`src/rtl/seven_seg_mux.sv`:
```
// seven_seg_mux: bus-slave, time-multiplexed hex driver for 1..8 digits (DATA/DP/CTRL/STATUS).
// Latency: ACK and DAT_O one cycle after STB is sampled; pins one cycle after idx change or write.
// Backpressure: none; STB held through ACK is served on alternate cycles, never stalled longer.
// Build option: define SEVEN_SEG_BLINK_EN to add the CTRL blink mask and STATUS blink phase.
module seven_seg_mux #(
  parameter int DIGITS     = 4,
  parameter int SCAN_DIV_W = 17,
  parameter int ACTIVE_LOW = 1
) (
  input  logic              clk,
  input  logic              reset,
  input  logic              STB,
  input  logic              WE,
  input  logic [1:0]        ADR_I,
  input  logic [31:0]       DAT_I,
  output logic [31:0]       DAT_O,
  output logic              ACK,
  output logic [7:0]        Segment,
  output logic [DIGITS-1:0] AN
);

  localparam logic [1:0] ADR_DATA   = 2'd0;
  localparam logic [1:0] ADR_DP     = 2'd1;
  localparam logic [1:0] ADR_CTRL   = 2'd2;
  localparam logic [1:0] ADR_STATUS = 2'd3;

  // Output polarity is applied as an XOR mask at the pin register.
  localparam logic [7:0]        SEG_INV  = (ACTIVE_LOW != 0) ? 8'hFF : 8'h00;
  localparam logic [DIGITS-1:0] AN_INV   = (ACTIVE_LOW != 0) ? {DIGITS{1'b1}} : {DIGITS{1'b0}};
  localparam logic [DIGITS-1:0] AN_ONE   = DIGITS'(1);
  localparam logic [2:0]        LAST_IDX = 3'(DIGITS - 1);
  // Reset image: digit 0 showing glyph "0" with dp off.
  localparam logic [7:0]        SEG_RST_AH = 8'h3F;

  // Register file
  logic [4*DIGITS-1:0]   r_data;
  logic [DIGITS-1:0]     r_dp;
  logic                  r_en;
  logic [DIGITS-1:0]     r_blank;

  // Scan state
  logic [SCAN_DIV_W-1:0] r_presc;
  logic [2:0]            r_idx;

  // Bus and pin registers
  logic                  r_ack;
  logic [31:0]           r_dat_o;
  logic [7:0]            r_seg;
  logic [DIGITS-1:0]     r_an;

  // Combinational helpers
  logic                  w_access;
  logic                  w_wr;
  logic                  w_tick;
  logic [31:0]           w_rd_dat;
  logic [3:0]            w_nib;
  logic                  w_dp_bit;
  logic                  w_blank_bit;
  logic                  w_blink_off;
  logic                  w_dark;
  logic [7:0]            w_seg_ah;
  logic [DIGITS-1:0]     w_an_ah;
  logic                  w_unused;

`ifdef SEVEN_SEG_BLINK_EN
  localparam int BLINK_W = SCAN_DIV_W + 6;
  logic [DIGITS-1:0]     r_blink;
  logic [BLINK_W-1:0]    r_blink_cnt;
  logic                  r_phase;
  logic                  w_blink_bit;
`endif

  // Hex glyph lookup, active-high gfedcba.
  function automatic logic [6:0] hex_glyph(input logic [3:0] n);
    logic [6:0] g;
    case (n)
      4'h0: g = 7'h3F;
      4'h1: g = 7'h06;
      4'h2: g = 7'h5B;
      4'h3: g = 7'h4F;
      4'h4: g = 7'h66;
      4'h5: g = 7'h6D;
      4'h6: g = 7'h7D;
      4'h7: g = 7'h07;
      4'h8: g = 7'h7F;
      4'h9: g = 7'h6F;
      4'hA: g = 7'h77;
      4'hB: g = 7'h7C;
      4'hC: g = 7'h39;
      4'hD: g = 7'h5E;
      4'hE: g = 7'h79;
      default: g = 7'h71;
    endcase
    return g;
  endfunction

  // An access is only taken when the previous one is not still being acknowledged.
  assign w_access = STB && !r_ack;
  assign w_wr     = w_access && WE;
  assign w_tick   = &r_presc;

  // Bits of DAT_I beyond the implemented fields are deliberately dropped.
  assign w_unused = ^DAT_I;

  // Read mux: unimplemented bits return zero.
  always_comb begin
    w_rd_dat = 32'h0;
    case (ADR_I)
      ADR_DATA: w_rd_dat[4*DIGITS-1:0] = r_data;
      ADR_DP:   w_rd_dat[DIGITS-1:0]   = r_dp;
      ADR_CTRL: begin
        w_rd_dat[0]           = r_en;
        w_rd_dat[8 +: DIGITS] = r_blank;
`ifdef SEVEN_SEG_BLINK_EN
        w_rd_dat[16 +: DIGITS] = r_blink;
`endif
      end
      default: begin
        w_rd_dat[2:0] = r_idx;
`ifdef SEVEN_SEG_BLINK_EN
        w_rd_dat[8] = r_phase;
`endif
      end
    endcase
  end

  // Handshake: ACK pulses one cycle per sampled access; DAT_O holds between accesses.
  always_ff @(posedge clk or posedge reset) begin
    if (reset) begin
      r_ack   <= 1'b0;
      r_dat_o <= 32'h0;
    end else begin
      r_ack <= w_access;
      if (w_access) begin
        r_dat_o <= w_rd_dat;
      end
    end
  end

  // Register writes land on the same edge that raises ACK; STATUS writes are ignored.
  always_ff @(posedge clk or posedge reset) begin
    if (reset) begin
      r_data  <= '0;
      r_dp    <= '0;
      r_en    <= 1'b1;
      r_blank <= '0;
`ifdef SEVEN_SEG_BLINK_EN
      r_blink <= '0;
`endif
    end else if (w_wr) begin
      case (ADR_I)
        ADR_DATA: r_data <= DAT_I[4*DIGITS-1:0];
        ADR_DP:   r_dp   <= DAT_I[DIGITS-1:0];
        ADR_CTRL: begin
          r_en    <= DAT_I[0];
          r_blank <= DAT_I[8 +: DIGITS];
`ifdef SEVEN_SEG_BLINK_EN
          r_blink <= DAT_I[16 +: DIGITS];
`endif
        end
        default: ;
      endcase
    end
  end

  // Prescaler free-runs; each wrap advances the digit index, wrapping at the last digit.
  always_ff @(posedge clk or posedge reset) begin
    if (reset) begin
      r_presc <= '0;
      r_idx   <= 3'd0;
    end else begin
      r_presc <= r_presc + SCAN_DIV_W'(1);
      if (w_tick) begin
        r_idx <= (r_idx == LAST_IDX) ? 3'd0 : r_idx + 3'd1;
      end
    end
  end

`ifdef SEVEN_SEG_BLINK_EN
  // Blink phase flips each time the long counter wraps (every 2^(SCAN_DIV_W+6) cycles).
  always_ff @(posedge clk or posedge reset) begin
    if (reset) begin
      r_blink_cnt <= '0;
      r_phase     <= 1'b0;
    end else begin
      r_blink_cnt <= r_blink_cnt + BLINK_W'(1);
      if (&r_blink_cnt) begin
        r_phase <= ~r_phase;
      end
    end
  end
`endif

  // Select the per-digit fields for the digit currently being scanned.
  always_comb begin
    w_nib       = 4'h0;
    w_dp_bit    = 1'b0;
    w_blank_bit = 1'b0;
`ifdef SEVEN_SEG_BLINK_EN
    w_blink_bit = 1'b0;
`endif
    for (int k = 0; k < DIGITS; k++) begin
      if (r_idx == 3'(k)) begin
        w_nib       = r_data[4*k +: 4];
        w_dp_bit    = r_dp[k];
        w_blank_bit = r_blank[k];
`ifdef SEVEN_SEG_BLINK_EN
        w_blink_bit = r_blink[k];
`endif
      end
    end
  end

`ifdef SEVEN_SEG_BLINK_EN
  assign w_blink_off = w_blink_bit && r_phase;
`else
  assign w_blink_off = 1'b0;
`endif

  // A dark digit drives neither anode nor segments, so nothing ghosts between digits.
  assign w_dark   = !r_en || w_blank_bit || w_blink_off;
  assign w_seg_ah = w_dark ? 8'h00 : {w_dp_bit, hex_glyph(w_nib)};
  assign w_an_ah  = w_dark ? '0 : (AN_ONE << r_idx);

  // Pin register: one glitch-free update per cycle, polarity applied here.
  always_ff @(posedge clk or posedge reset) begin
    if (reset) begin
      r_seg <= SEG_RST_AH ^ SEG_INV;
      r_an  <= AN_ONE ^ AN_INV;
    end else begin
      r_seg <= w_seg_ah ^ SEG_INV;
      r_an  <= w_an_ah ^ AN_INV;
    end
  end

  assign ACK     = r_ack;
  assign DAT_O   = r_dat_o;
  assign Segment = r_seg;
  assign AN      = r_an;

endmodule
```
`config.mk`:
```
export PLATFORM = sky130hd
export DESIGN_NAME = seven_seg_mux
export DESIGN_NICKNAME = d
export VERILOG_FILES = /design/src/rtl/seven_seg_mux.sv
export SDC_FILE = /design/constraint.sdc
export NUM_CORES = 1
export LEC_CHECK = 0
export CAP_MARGIN = 10
export CELL_PAD_IN_SITES_DETAIL_PLACEMENT = 0
export CELL_PAD_IN_SITES_GLOBAL_PLACEMENT = 1
export CORE_UTILIZATION = 25
export CTS_CLUSTER_SIZE = 24
export DETAILED_ROUTE_END_ITERATION = 7
export PLACE_DENSITY_LB_ADDON = 0.1
export RECOVER_POWER = 100
export SETUP_SLACK_MARGIN = 0.02
export SYNTH_ARGS = -nofsm -noshare
export SYNTH_HDL_FRONTEND = slang
export SYNTH_SLANG_ARGS = --single-unit
```
`constraint.sdc`:
```
create_clock -name clk -period 2.8 [get_ports clk]
set_input_delay 0.7 -clock clk [delete_from_list [all_inputs] [get_ports clk]]
set_output_delay 0.7 -clock clk [all_outputs]
set_load 0.02 [all_outputs]
```
Yosys cells after proc, flatten, opt, wreduce, memory -nomap -nowiden
Memory sizes are Yosys's and may differ from the RTL's.
Index checks and enable logic that the tools add are counted.
{ "totals": {"mem_bits_ro": 112, "latchBits": 0, "elab_cells": 53, "input_bits": 38, "out_inout_bits": 45, "mem_bits_rw": 0, "memories": 1, "reg_bits": 74} }
{ "classes": {"n_div": 0, "n_addsub": 2, "n_bitwise": 2, "mul": 0, "n_reduce_logical": 11, "magnitude_cmp": 0, "n_shift": 1, "muxes": 21, "eq_ne": 5} }
{ "memory_table": {"columns": ["name", "depth", "width", "read_ports", "rd_clocked_by_memory_dff", "write_ports", "line_no", "source"], "rows": [
  ["(name not given)", 16, 7, 1, 0, 0, "76", "case (n)"]
]} }
{ "op_table": {"columns": ["cell", "n"], "rows": [
  ["4-bit two-way mux", 7],
  ["17-bit by 1-bit adder with 17-bit output, second input constant", 1],
  ["17-bit AND reduction", 1],
  ["1-bit two-way mux", 8],
  ["8-bit two-way mux", 1],
  ["8-bit NOT", 1],
  ["4-bit one-hot mux with 2 select lines", 1],
  ["3-bit by 2-bit equality test with 1-bit output, second input constant", 2],
  ["2-bit one-hot mux with 3 select lines", 1],
  ["2-bit AND reduction", 3],
  ["4-bit NOT", 1],
  ["1-bit by 3-bit left shift with 4-bit output, first input constant", 1],
  ["3-bit by 1-bit adder with 3-bit output, second input constant", 1],
  ["3-bit by 1-bit equality test with 1-bit output, second input constant", 1],
  ["3-bit logical NOT", 1],
  ["3-bit two-way mux", 1],
  ["1-bit one-hot mux with 3 select lines", 1],
  ["2-bit by 1-bit equality test with 1-bit output, second input constant", 1],
  ["2-bit equality test, second input constant", 1],
  ["1-bit logical AND", 2],
  ["1-bit logical NOT", 2],
  ["2-bit logical NOT", 1],
  ["1-bit one-hot mux with 2 select lines", 1],
  ["1-bit logical OR", 1]
]} }

Longest topological paths before layout
{ "logic_depth": {"ltp_word": 8, "ltp_mapped": 11, "mapped_depth_nobuf": 10} }

Worst setup path before layout
OpenSTA, ideal clock, no wires.
{ "synth_timing": {"path_kind": "flip-flop to flip-flop", "from": "register r_idx[0]", "to": "register r_seg[4] (netlist: Segment[4])", "stages_incl_launch_ff": 8, "arrival_time_ns": 2.101, "slack_ns": 0.573, "path_buffers": 1, "t_required_ns": 2.674, "path_cell_list": "dfrtp_1 > ha_1 > buf_2 > or2_2 > o32ai_4 > inv_1 > ha_1 > a221o_1"} }
{ "synth_via": {"elab_chain_len": 8, "elab_cells_between_ends": 16, "classes_between": "eq/ne (3); mux (9); bitwise (1); reduce/logical (2); memory (1)"} }
{ "synth_lines": {"columns": ["item", "line_no", "source"], "rows": [
  ["from (decl)", "43", "logic [2:0] r_idx;"],
  ["from (signal assigned)", "174", "r_idx <= (r_idx == LAST_IDX) ? 3'd0 : r_idx + 3'd1;"],
  ["3-bit logical NOT", "203", "if (r_idx == 3'(k)) begin"],
  ["4-bit two-way mux or 1-bit two-way mux (tied branches) (4 in series)", "203", null],
  ["memory read 16 x 7 bit or 1-bit logical OR (tied branches)", null, null],
  ["8-bit two-way mux (*)", "222", "assign w_seg_ah = w_dark ? 8'h00 : {w_dp_bit, hex_glyph(w_nib)};"],
  ["8-bit NOT (no line) (*)", null, null],
  ["to (signal assigned)", "228", "r_seg <= SEG_RST_AH ^ SEG_INV;"],
  ["to (signal assigned)", "231", "r_seg <= w_seg_ah ^ SEG_INV;"],
  ["to (decl)", "48", "logic [7:0] r_seg;"]
]} }
Mark *: on every way between the ends. The rest lies on a longest branch, timed or not.
A chain may end at the register's enable or synchronous reset.

Worst setup path in the final report
{ "layout_timing": {"from": "register r_idx[1]", "to": "register r_seg[2] (netlist: Segment[2])"} }
The elaborated chain is that of the path after synthesis.

==> flow_metrics.tcl <==
set metrics [dict create \
    grt_pass1_vias 2420 \
    status "complete, but fails checks" \
    core_area_um2 13830 \
    required_ns 3.01 \
    ys_top_cells_by_area "dfrtp_1 (48%), mux2_2 (8.0%), dfstp_2 (4.5%), ha_1 (4.3%), buf_4 (3.8%)" \
    grt_overflow_total 0 \
    drt-initial-drc-count 104 \
    fin_crit_ns 2.542 \
    row_count 43 \
    htree_levels 3 \
    timing.final.crit_share_pct 90.78 \
    diodes 0 \
    grt.total_usage_pct 12.38 \
    max_slew.worst_pin.slew_ns 1.658 \
    cts-root-buf "clkbuf_16" \
    pin_count 83 \
    seq_area_frac_synth_pct 52.79 \
    slew-limit-headroom_pct -10.55 \
    nNetsFinal 410 \
    rsz0062_at_grt "false" \
    switchingPower_mw 0.9351 \
    crit_type "register to register" \
    hold_viol_final 0 \
    cp-end-kind "register" \
    max_freq_mhz 393.4 \
    viasPerCell 4.281 \
    p_int_mw 2.451 \
    worst_setup_path_start_kind "register" \
    dieHeight_um 120.7 \
    synth_seq_cells 74 \
    comb_power_share_pct 21.0 \
    critPathMaxFanout 5 \
    postSynthCellCount 292 \
    cts_made_buffers 9 \
    path_clk_slew_ns 0.06 \
    ir_worst_vdd_mv 0.2356 \
    drc_errors 0 \
    grt_max_degree 75 \
    grt_pass1_wl_um 13290 \
    wl_um 7990 \
    die-area_um2 14570 \
    synth_area_per_cell_um2 12.06 \
    max-clock-path-buffers 2 \
    ys_warn_count 0 \
    drive_above_1_share_pct 18.90 \
    yosysMostFrequentCell "dfrtp_1" \
    dp_hpwl_um 5708 \
    clock_latency_ns 0.34 \
    setup_viol 0 \
    slew_viol_final 75 \
    synth_common_cells "dfrtp_1 (68), nand2_1 (26), mux2_2 (25)" \
    seqPwrFrac_pct 40.0 \
    synthArstFlopShare_pct 100.0 \
    synth_top_area_share_pct 48.31 \
    yosys_most_used_dff "dfrtp_1" \
    io_buffers 50 \
    finalWeightedCongestion 0.7366 \
    synth_edf_count 0 \
    hold_path.class "register to register" \
    power_density_nw_per_um2 741.4 \
    vias 2333 \
    drt_pass1_iterations 4 \
    antenna_found_initial 0 \
    setup_tns_ns 0 \
    maxCapViolCount 1 \
    area_growth_pct 29.66 \
    total_power_mw 3.386 \
    synth_top_area_cell "dfrtp_1" \
    cts_sinks 74 \
    die_w_um 120.7 \
    p_leak_nw 2.003 \
    violations "max-capacitance violations, max-slew violations" \
    final_antenna_net_count 0 \
    synthDistinctLibCells 54 \
    wl_per_cell_um 14.66 \
    arrival_ns 2.75 \
    p_sw_share_pct 27.62 \
    syn_area_um2 3522 \
    cts_tree "yes" \
    fin_worst_skew_ns 0.01036 \
    clkPwrFrac_pct 39.0 \
    initial_core_util_pct 25.47 \
]
[registers in the layout (all words and copies together) (netlist names)]
name	count
Segment	8
DAT_O	16
r_dp	4
r_presc	17
r_blank	4
ACK	1
AN	4
r_data	16
r_idx	3
r_en	1
[power groups by stage]
stage | Combinational [mW] | Clock [mW] | Sequential [mW]
6_report | 0.710 | 1.32 | 1.35
5_1_grt | 0.788 | 1.43 | 1.38
4_1_cts | 0.749 | 1.37 | 1.37
3_5_place_dp | 0.744 | 0 | 1.38
3_3_place_gp | 0.744 | 0 | 1.38
2_1_floorplan | 0.396 | 0 | 1.42
[repair_timing]
action	in CTS	in global routing
setup buffers	0	2
hold buffers	0	0
resized for setup	0	0
endpoints found under the setup margin	0	2
[layer usage]
layer	share of wire [%]	track usage, %
met5	0	0
met4	2.2	6.481
met3	3.4	2.594
met2	48	19.25
met1	46	16.13
[layout make-up]
class                   count  area, µm²
clock buffers               9      225.2
multi-input cells         199       1503
repair buffers             68      606.8
fillers                  1416       9260
clock inverters             7      117.6
inverters                   8      30.03
well taps                 180      225.2
flip-flops and latches     74       1859
[cells in the final DEF (no fill, tap or decap), types with 2 or more instances in the layout]
cell type        instances
a221o_1                  5
dfstp_2                  6
nor3_1                   3
clkinv_2                 2
conb_1                  16
o21ai_0                 11
a22o_1                   8
nand3b_1                 2
clkinv_4                 2
mux2_2                  25
xor2_1                   3
nor3b_1                  4
buf_4                    9
nor2_1                  12
clkdlybuf4s50_1         19
clkbuf_1                 5
xnor2_1                 12
dlygate4sd3_1           31
dfrtp_1                 68
mux2i_1                  7
nand2b_1                 4
nand4_1                  2
a31oi_1                  3
a221oi_1                 2
clkbuf_16                9
clkbuf_2                 3
nor2b_1                  4
nand3_1                  9
inv_1                    7
and3_1                   4
nand2_1                 26
ha_1                    12
a21oi_1                  2
o31ai_1                  2
bufinv_16                3
[stage by stage]
step                      std cells  utilization [%]  hold slack, ns  area, µm²  worst slack, ns
after floorplan                 307                -          0.4375       3578           0.2283
after global placement          527            30.90          0.4529       4273           0.1489
after detailed placement        527            30.90          0.4552       4273           0.1838
after CTS                       543            33.38          0.4676       4616           0.1614
after global routing            545            33.03          0.4819       4567          0.04446
final                           545            33.03          0.4611       4567           0.2580
[critical path, cell delays in order (launching register included)]
cell      delay (ns)
dfrtp_1         0.42
inv_1           0.12
ha_1            0.23
nor2b_4         0.22
a221oi_1        0.11
clkbuf_1        0.14
o32ai_4         0.39
inv_1           0.15
ha_1            0.29
o311ai_0        0.36
[final timing paths]
| check | startpoint | endpoint | slack, ns | depth (start not counted) |
|---|---|---|---|---|
| max reg2reg | r_idx[1]$_DFFE_PP0P_ | Segment[2]$_DFF_PP0_ | 0.26 | 9 |
| min reg2reg | r_presc[15]$_DFF_PP0_ | r_presc[15]$_DFF_PP0_ | 0.46 | 1 |
| min | r_presc[15]$_DFF_PP0_ | r_presc[15]$_DFF_PP0_ | 0.46 | 1 |
| max in group asynchronous | reset | r_data[11]$_DFFE_PP0P_ | 0.54 | 3 |
| max | r_idx[1]$_DFFE_PP0P_ | Segment[2]$_DFF_PP0_ | 0.26 | 9 |
| min in group asynchronous | reset | DAT_O[14]$_DFFE_PP0P_ | 1.26 | 3 |
[cells by family (layout without fill, tap and decap cells)]
logic type / count (synthesis) / in the layout / synth area share, %
other: 1 / 16 / 0.1065
XOR/XNOR: 15 / 15 / 3.730
multiplexers: 33 / 33 / 10.62
adder cells (fa/ha/maj): 12 / 12 / 4.263
flip-flops: 74 / 74 / 52.79
AO/OA/AOI/OAI: 48 / 48 / 11.58
buffers and inverters: 34 / 92 / 5.861
AND/OR/NAND/NOR: 75 / 75 / 11.05
No activity file was read; power rests on OpenSTA's default activity.
